$ cat config.mk
export PLATFORM = sky130hd
export DESIGN_NAME = mem_arbiter_flat
export DESIGN_NICKNAME = d
export VERILOG_FILES = /design/src/rtl/mem_arbiter_if.sv /design/src/rtl/mem_arbiter.sv /design/src/flat_wrapper.sv
export SDC_FILE = /design/constraint.sdc
export NUM_CORES = 1
export LEC_CHECK = 0
export ABC_AREA = 0
export CORE_MARGIN = 10
export CORE_UTILIZATION = 43
export DETAILED_ROUTE_END_ITERATION = 10
export MAX_ROUTING_LAYER = met4
export PLACE_DENSITY = 0.89
export SKIP_LAST_GASP = 1
export SLEW_MARGIN = 20
export SYNTH_ARGS = -nofsm -noshare
export SYNTH_HDL_FRONTEND = slang
export SYNTH_SLANG_ARGS = --single-unit
$ cat constraint.sdc
create_clock -name clk -period 2.9 [get_ports clk]
set_clock_uncertainty 0.05 [all_clocks]
set_input_delay 0.87 -clock clk [delete_from_list [all_inputs] [get_ports clk]]
set_output_delay 0.87 -clock clk [all_outputs]
set_load 0.01 [all_outputs]
$ cat src/rtl/mem_arbiter_if.sv
// Bundles the three requester ports and the memory-side port of mem_arbiter.
// The stats counters and their clear input exist only when MEM_ARBITER_STATS_EN is defined.
// The slave modport is the arbiter's view; the master modport is the requesters'/memory view.
interface mem_arbiter_if;
    logic        if_req;
    logic [31:0] if_addr;
    logic        if_ack;
    logic [31:0] if_rdata;

    logic        d_req;
    logic [31:0] d_addr;
    logic [7:0]  d_op;
    logic        d_ack;
    logic [31:0] d_rdata;
    logic        d_err;

    logic        dbg_req;
    logic [31:0] dbg_addr;
    logic        dbg_ack;
    logic [31:0] dbg_rdata;

    logic [31:0] mem_addr;
    logic [7:0]  mem_op;
    logic [31:0] mem_data_out;

    logic        busy;

`ifdef MEM_ARBITER_STATS_EN
    logic [15:0] stat_if;
    logic [15:0] stat_d;
    logic [15:0] stat_dbg;
    logic        stat_clr;
`endif

    modport slave (
        input  if_req, if_addr, d_req, d_addr, d_op, dbg_req, dbg_addr, mem_data_out,
        output if_ack, if_rdata, d_ack, d_rdata, d_err, dbg_ack, dbg_rdata,
        output mem_addr, mem_op, busy
`ifdef MEM_ARBITER_STATS_EN
        , input stat_clr
        , output stat_if, stat_d, stat_dbg
`endif
    );

    modport master (
        output if_req, if_addr, d_req, d_addr, d_op, dbg_req, dbg_addr, mem_data_out,
        input  if_ack, if_rdata, d_ack, d_rdata, d_err, dbg_ack, dbg_rdata,
        input  mem_addr, mem_op, busy
`ifdef MEM_ARBITER_STATS_EN
        , output stat_clr
        , input stat_if, stat_d, stat_dbg
`endif
    );
endinterface

$ cat src/rtl/mem_arbiter.sv
// Single-port arbiter/sequencer for the shared memory: d > if > dbg, with dbg anti-starvation.
// Latency: ack pulses MEM_LATENCY+2 cycles after the request is sampled in IDLE (1 cycle for a bad d_op).
// Backpressure: requests are levels; anything raised while busy waits until the FSM returns to IDLE.
// Optional feature macro: MEM_ARBITER_STATS_EN (per-port completed-ack counters with clear).
module mem_arbiter #(
    parameter int MEM_LATENCY    = 2,
    parameter int DBG_STARVE_MAX = 8
) (
    input  logic         clk,
    input  logic         rst,
    mem_arbiter_if.slave bus
);
    typedef enum logic [1:0] {IDLE, ISSUE, WAIT, DONE} state_t;
    typedef enum logic [1:0] {GNT_IF, GNT_D, GNT_DBG} gnt_t;

    localparam logic [3:0] LAT_LOAD   = 4'(MEM_LATENCY - 1);
    localparam logic [7:0] STARVE_LIM = 8'(DBG_STARVE_MAX);

    state_t      state;
    gnt_t        gnt;
    gnt_t        pick;
    logic        any_req;
    logic        d_op_ok;
    logic        bad_op;
    logic [3:0]  lat_cnt;
    logic [7:0]  starve;
    logic [31:0] pick_addr;

    // Winner selection as seen in IDLE: a starved dbg beats everything, else d > if > dbg.
    always_comb begin
        pick      = GNT_IF;
        pick_addr = bus.if_addr;
        any_req   = bus.if_req | bus.d_req | bus.dbg_req;
        d_op_ok   = (bus.d_op >= 8'd1) && (bus.d_op <= 8'd5);
        if (bus.dbg_req && (starve >= STARVE_LIM)) begin
            pick      = GNT_DBG;
            pick_addr = bus.dbg_addr;
        end else if (bus.d_req) begin
            pick      = GNT_D;
            pick_addr = bus.d_addr;
        end else if (bus.if_req) begin
            pick      = GNT_IF;
            pick_addr = bus.if_addr;
        end else if (bus.dbg_req) begin
            pick      = GNT_DBG;
            pick_addr = bus.dbg_addr;
        end
    end

    // Sequencer: grant in IDLE, present the access, count out the latency, then pulse the ack.
    always_ff @(posedge clk or negedge rst) begin
        if (!rst) begin
            state         <= IDLE;
            gnt           <= GNT_IF;
            bad_op        <= 1'b0;
            lat_cnt       <= 4'd0;
            starve        <= 8'd0;
            bus.mem_addr  <= 32'd0;
            bus.mem_op    <= 8'd0;
            bus.if_ack    <= 1'b0;
            bus.d_ack     <= 1'b0;
            bus.dbg_ack   <= 1'b0;
            bus.d_err     <= 1'b0;
            bus.if_rdata  <= 32'd0;
            bus.d_rdata   <= 32'd0;
            bus.dbg_rdata <= 32'd0;
            bus.busy      <= 1'b0;
        end else begin
            bus.if_ack  <= 1'b0;
            bus.d_ack   <= 1'b0;
            bus.dbg_ack <= 1'b0;
            bus.d_err   <= 1'b0;
            case (state)
                IDLE: begin
                    if (!bus.dbg_req) starve <= 8'd0;
                    if (any_req) begin
                        gnt      <= pick;
                        bus.busy <= 1'b1;
                        if (pick == GNT_DBG)
                            starve <= 8'd0;
                        else if (bus.dbg_req && starve != 8'hFF)
                            starve <= starve + 8'd1;
                        // A bad op never touches memory; it is answered straight from DONE.
                        if (pick == GNT_D && !d_op_ok) begin
                            bad_op <= 1'b1;
                            state  <= DONE;
                        end else begin
                            bus.mem_addr <= pick_addr;
                            bus.mem_op   <= (pick == GNT_D) ? bus.d_op : 8'd3;
                            state        <= ISSUE;
                        end
                    end
                end
                ISSUE: begin
                    lat_cnt <= LAT_LOAD;
                    state   <= WAIT;
                end
                WAIT: begin
                    if (lat_cnt == 4'd0) begin
                        case (gnt)
                            GNT_D:   bus.d_rdata   <= bus.mem_data_out;
                            GNT_DBG: bus.dbg_rdata <= bus.mem_data_out;
                            default: bus.if_rdata  <= bus.mem_data_out;
                        endcase
                        bus.mem_op <= 8'd0;
                        state      <= DONE;
                    end else begin
                        lat_cnt <= lat_cnt - 4'd1;
                    end
                end
                default: begin
                    case (gnt)
                        GNT_D:   bus.d_ack   <= 1'b1;
                        GNT_DBG: bus.dbg_ack <= 1'b1;
                        default: bus.if_ack  <= 1'b1;
                    endcase
                    if (bad_op) begin
                        bus.d_err   <= 1'b1;
                        bus.d_rdata <= 32'd0;
                    end
                    bad_op   <= 1'b0;
                    bus.mem_op <= 8'd0;
                    bus.busy <= 1'b0;
                    state    <= IDLE;
                end
            endcase
        end
    end

`ifdef MEM_ARBITER_STATS_EN
    // Saturating completed-ack counters; a clear takes precedence over a same-cycle ack.
    always_ff @(posedge clk or negedge rst) begin
        if (!rst) begin
            bus.stat_if  <= 16'd0;
            bus.stat_d   <= 16'd0;
            bus.stat_dbg <= 16'd0;
        end else if (bus.stat_clr) begin
            bus.stat_if  <= 16'd0;
            bus.stat_d   <= 16'd0;
            bus.stat_dbg <= 16'd0;
        end else begin
            if (bus.if_ack && bus.stat_if != 16'hFFFF)   bus.stat_if  <= bus.stat_if + 16'd1;
            if (bus.d_ack && bus.stat_d != 16'hFFFF)     bus.stat_d   <= bus.stat_d + 16'd1;
            if (bus.dbg_ack && bus.stat_dbg != 16'hFFFF) bus.stat_dbg <= bus.stat_dbg + 16'd1;
        end
    end
`endif
endmodule

$ cat src/flat_wrapper.sv
// flat-port wrapper written by rule: the top's interface ports become plain ports
module mem_arbiter_flat 
#(
    parameter int MEM_LATENCY    = 2,
    parameter int DBG_STARVE_MAX = 8
)
  (clk, rst, bus_if_req, bus_if_addr, bus_d_req, bus_d_addr, bus_d_op, bus_dbg_req, bus_dbg_addr, bus_mem_data_out, bus_if_ack, bus_if_rdata, bus_d_ack, bus_d_rdata, bus_d_err, bus_dbg_ack, bus_dbg_rdata, bus_mem_addr, bus_mem_op, bus_busy);
  mem_arbiter_if bus_i ();
  input  logic clk;
  input  logic rst;
  input wire logic [$bits(bus_i.if_req)-1:0] bus_if_req;
  input wire logic [$bits(bus_i.if_addr)-1:0] bus_if_addr;
  input wire logic [$bits(bus_i.d_req)-1:0] bus_d_req;
  input wire logic [$bits(bus_i.d_addr)-1:0] bus_d_addr;
  input wire logic [$bits(bus_i.d_op)-1:0] bus_d_op;
  input wire logic [$bits(bus_i.dbg_req)-1:0] bus_dbg_req;
  input wire logic [$bits(bus_i.dbg_addr)-1:0] bus_dbg_addr;
  input wire logic [$bits(bus_i.mem_data_out)-1:0] bus_mem_data_out;
  output wire logic [$bits(bus_i.if_ack)-1:0] bus_if_ack;
  output wire logic [$bits(bus_i.if_rdata)-1:0] bus_if_rdata;
  output wire logic [$bits(bus_i.d_ack)-1:0] bus_d_ack;
  output wire logic [$bits(bus_i.d_rdata)-1:0] bus_d_rdata;
  output wire logic [$bits(bus_i.d_err)-1:0] bus_d_err;
  output wire logic [$bits(bus_i.dbg_ack)-1:0] bus_dbg_ack;
  output wire logic [$bits(bus_i.dbg_rdata)-1:0] bus_dbg_rdata;
  output wire logic [$bits(bus_i.mem_addr)-1:0] bus_mem_addr;
  output wire logic [$bits(bus_i.mem_op)-1:0] bus_mem_op;
  output wire logic [$bits(bus_i.busy)-1:0] bus_busy;
  assign bus_i.if_req = bus_if_req;
  assign bus_i.if_addr = bus_if_addr;
  assign bus_i.d_req = bus_d_req;
  assign bus_i.d_addr = bus_d_addr;
  assign bus_i.d_op = bus_d_op;
  assign bus_i.dbg_req = bus_dbg_req;
  assign bus_i.dbg_addr = bus_dbg_addr;
  assign bus_i.mem_data_out = bus_mem_data_out;
  assign bus_if_ack = bus_i.if_ack;
  assign bus_if_rdata = bus_i.if_rdata;
  assign bus_d_ack = bus_i.d_ack;
  assign bus_d_rdata = bus_i.d_rdata;
  assign bus_d_err = bus_i.d_err;
  assign bus_dbg_ack = bus_i.dbg_ack;
  assign bus_dbg_rdata = bus_i.dbg_rdata;
  assign bus_mem_addr = bus_i.mem_addr;
  assign bus_mem_op = bus_i.mem_op;
  assign bus_busy = bus_i.busy;
  mem_arbiter #(.MEM_LATENCY(MEM_LATENCY), .DBG_STARVE_MAX(DBG_STARVE_MAX)) u_core (.clk(clk), .rst(rst), .bus(bus_i));
endmodule
==> flow_summary.ini <==
[synth]
synth_fp_nets = 643
netlist_instances = 492
synth.avg_cell_area_um2 = 14.04
ys.flop_type = dfrtp_1
ys_types = 43
synth_top_area_cell = dfrtp_1
async_flop_share_pct = 100.0
synth_top_cell_area_share_pct = 57.25
ys_ff_latch = 158
synth_area_mm2 = 0.006907
ys_seq_area_share_pct = 57.25
synth.area.top_cells = dfrtp_1, mux2_2, mux2_1
synth_edf_count = 0
ys_warn_count = 0

[outcome]
outcome = completed

[clocking]
clockBufferDepth = 2
root_buffer = clkbuf_16
cts_tree = built
clk-insertion-delay-late_ns = 0.41
ctsResizeCount = 0
cts_max_level = 4
clk_pin_slew_ns = 0.06
cts_buffers = 17
post-cts-setup-buffers = 0
holdBufCountCts = 0
clkSinkCount = 158

[finish]
drive_above_1_share_pct = 23.56
fin_area_mm2 = 0.01067
fin_util_pct = 67.42
final_cell_mix = clkdlybuf4s50_1, dfrtp_1, mux2_2
nNetsFinal = 938
final_common_cell = clkdlybuf4s50_1
fillers = 1086
fin_cells = 1015
area_delta_synth_final_pct = 54.49

[critical_path]
cp-start-kind = input port
cp_max_fo = 32
reg2reg_setup_slack_ns = 0.59
crit_arrival_ns = 2.74
cp.required_ns = 3.14
r2r-start = u_core.starve[3]
ff2ff_path_depth = 5
crit_path_end_kind = register
critPathKind = in -> reg
r2r_end = u_core.bus.mem_addr[2]

[drt]
routed_via_density = 5.106
firstDrtPassIters = 4
drc = 0
drt_wl_total_um = 22840
drt-initial-drc-count = 220
vias = 5183
wl_per_cell_um = 22.50
drtAntennaViolNets = 0

[placed_design]
portBuffers = 281
place_hpwl_um = 17630
place.gp.congestion = 0.8718
dpl-instance-area_mm2 = 0.01011
dp_cells = 984

[hold_path]
min_path_type = in -> async

[floorplanning]
coreArea_mm2 = 0.01583
die_y_um = 146.7
die-area_mm2 = 0.02153
row_count = 46
die_w_um = 146.7
initial_utilization_pct = 43.64
pin_count = 282

[sta]
period_minus_slack_ns = 2.502
tightestPinTransition_ns = 0.6533
slew-limit-headroom_pct = 56.45
fin_crit_sh_pct = 86.29
setup_viol = 0
whs_ns = 0.2735
hold_violations = 0
fmax_ghz = 0.3996
slew_viol_final = 0
rsz0062_at_grt = false

[global_route]
grt_usage_pct = 21.65
grtUsageMet2_pct = 35.91
grt_max_degree = 75
grt_pass1_wl_um = 35300
antenna_found_initial = 1
grt_pass1_vias = 6005
met3_usage_pct = 10.32
grtUsageMet1_pct = 22.83
overflow = 0
busiest_layer = met2

[power]
irDropWorstVdd_v = 0.0006500
powerDensity_mw_per_mm2 = 1008
p_leak_uw = 0.004524

[flow_run]
max_cap_violations = 0
==> cells in the mapped netlist (all sizes together), types with 2 or more instances <==
cell,count
a21oi,7
buf,15
a22o,32
mux2,160
nor2b,6
inv,12
and2,9
nor2,10
a21o,2
clkbuf,10
nor4,2
nand3,5
ha,10
mux2i,4
a211oi,2
o31ai,2
dfrtp,158
o21ai,8
nand2,15
nor3,5
==> worst max path at each step <==
stage	start	endpoint	slack (ns)	cells after the start
after detailed placement	bus_d_req	u_core.bus.mem_addr[8]	-0.02	6
after CTS	bus_d_req	u_core.bus.mem_addr[2]	0.42	6
final	bus_d_req	u_core.bus.mem_addr[2]	0.40	6
after global routing	bus_d_req	u_core.bus.mem_addr[2]	0.34	6
after global placement	bus_d_req	u_core.bus.mem_addr[4]	0.03	6
after floorplan	bus_d_req	u_core.bus.mem_addr[17]	0.42	5
==> through the flow <==
| step | TNS [ns] | total power, uW | worst slack, ns |
|---|---|---|---|
| after floorplan | 0 | 5769 | 0.4186 |
| after global placement | 0 | 8469 | 0.03274 |
| after detailed placement | -0.03041 | 8689 | -0.01943 |
| after CTS | 0 | 10870 | 0.4190 |
| after global routing | 0 | 11370 | 0.3406 |
| final | 0 | 10760 | 0.3976 |
==> layer usage <==
metal | wire length [um] | up-vias
met3 | 2538 | 19
met4 | 261 | 0
li1 | - | 2361
met5 | 0 | -
met2 | 11210 | 235
met1 | 8831 | 2568
==> final cells by class <==
class                   instances  area (um^2)  area share, %
diodes                          1        2.502        0.02345
clock buffers                  22        474.2          4.444
repair buffers                301         3039          28.48
clock inverters                 8        83.83         0.7856
flip-flops and latches        158         3954          37.05
well taps                     216        270.3          2.533
multi-input cells             297         2801          26.25
inverters                      12        45.04         0.4221
==> worst max-delay path, cell delays in order <==
cell             delay, ns
clkdlybuf4s50_1       0.57
nor2_1                0.11
o31ai_4               0.28
buf_12                0.25
mux2_2                0.36
mux2_1                0.30
==> registers in the layout, indices dropped and copies added, names as in the netlist <==
name,flops
u_core.state,2
u_core.bad_op,1
u_core.bus.dbg_ack,1
u_core.bus.if_rdata,32
u_core.bus.if_ack,1
u_core.bus.d_rdata,32
u_core.bus.d_ack,1
u_core.bus.mem_addr,32
u_core.lat_cnt,4
u_core.starve,8
u_core.bus.mem_op,8
u_core.gnt,2
u_core.bus.busy,1
u_core.bus.dbg_rdata,32
u_core.bus.d_err,1
==> where the power goes <==
group          switching [uW]  internal [uW]
Combinational            2010           2790
Sequential                610           3230
Clock                     874           1250
Total                    3490           7270
==> kinds of logic (layout without fill, tap and decap cells) <==
logic type	count (synthesis)	count (layout)	synth area share (%)
XOR/XNOR	1	1	0.1268
flip-flops	158	158	57.25
multiplexers	164	164	26.67
AO/OA/AOI/OAI	62	62	7.120
other	0	1	0
buffers and inverters	37	343	2.428
AND/OR/NAND/NOR	60	60	4.602
adder cells (fa/ha/maj)	10	10	1.812
(Power assumes the default switching activity.)
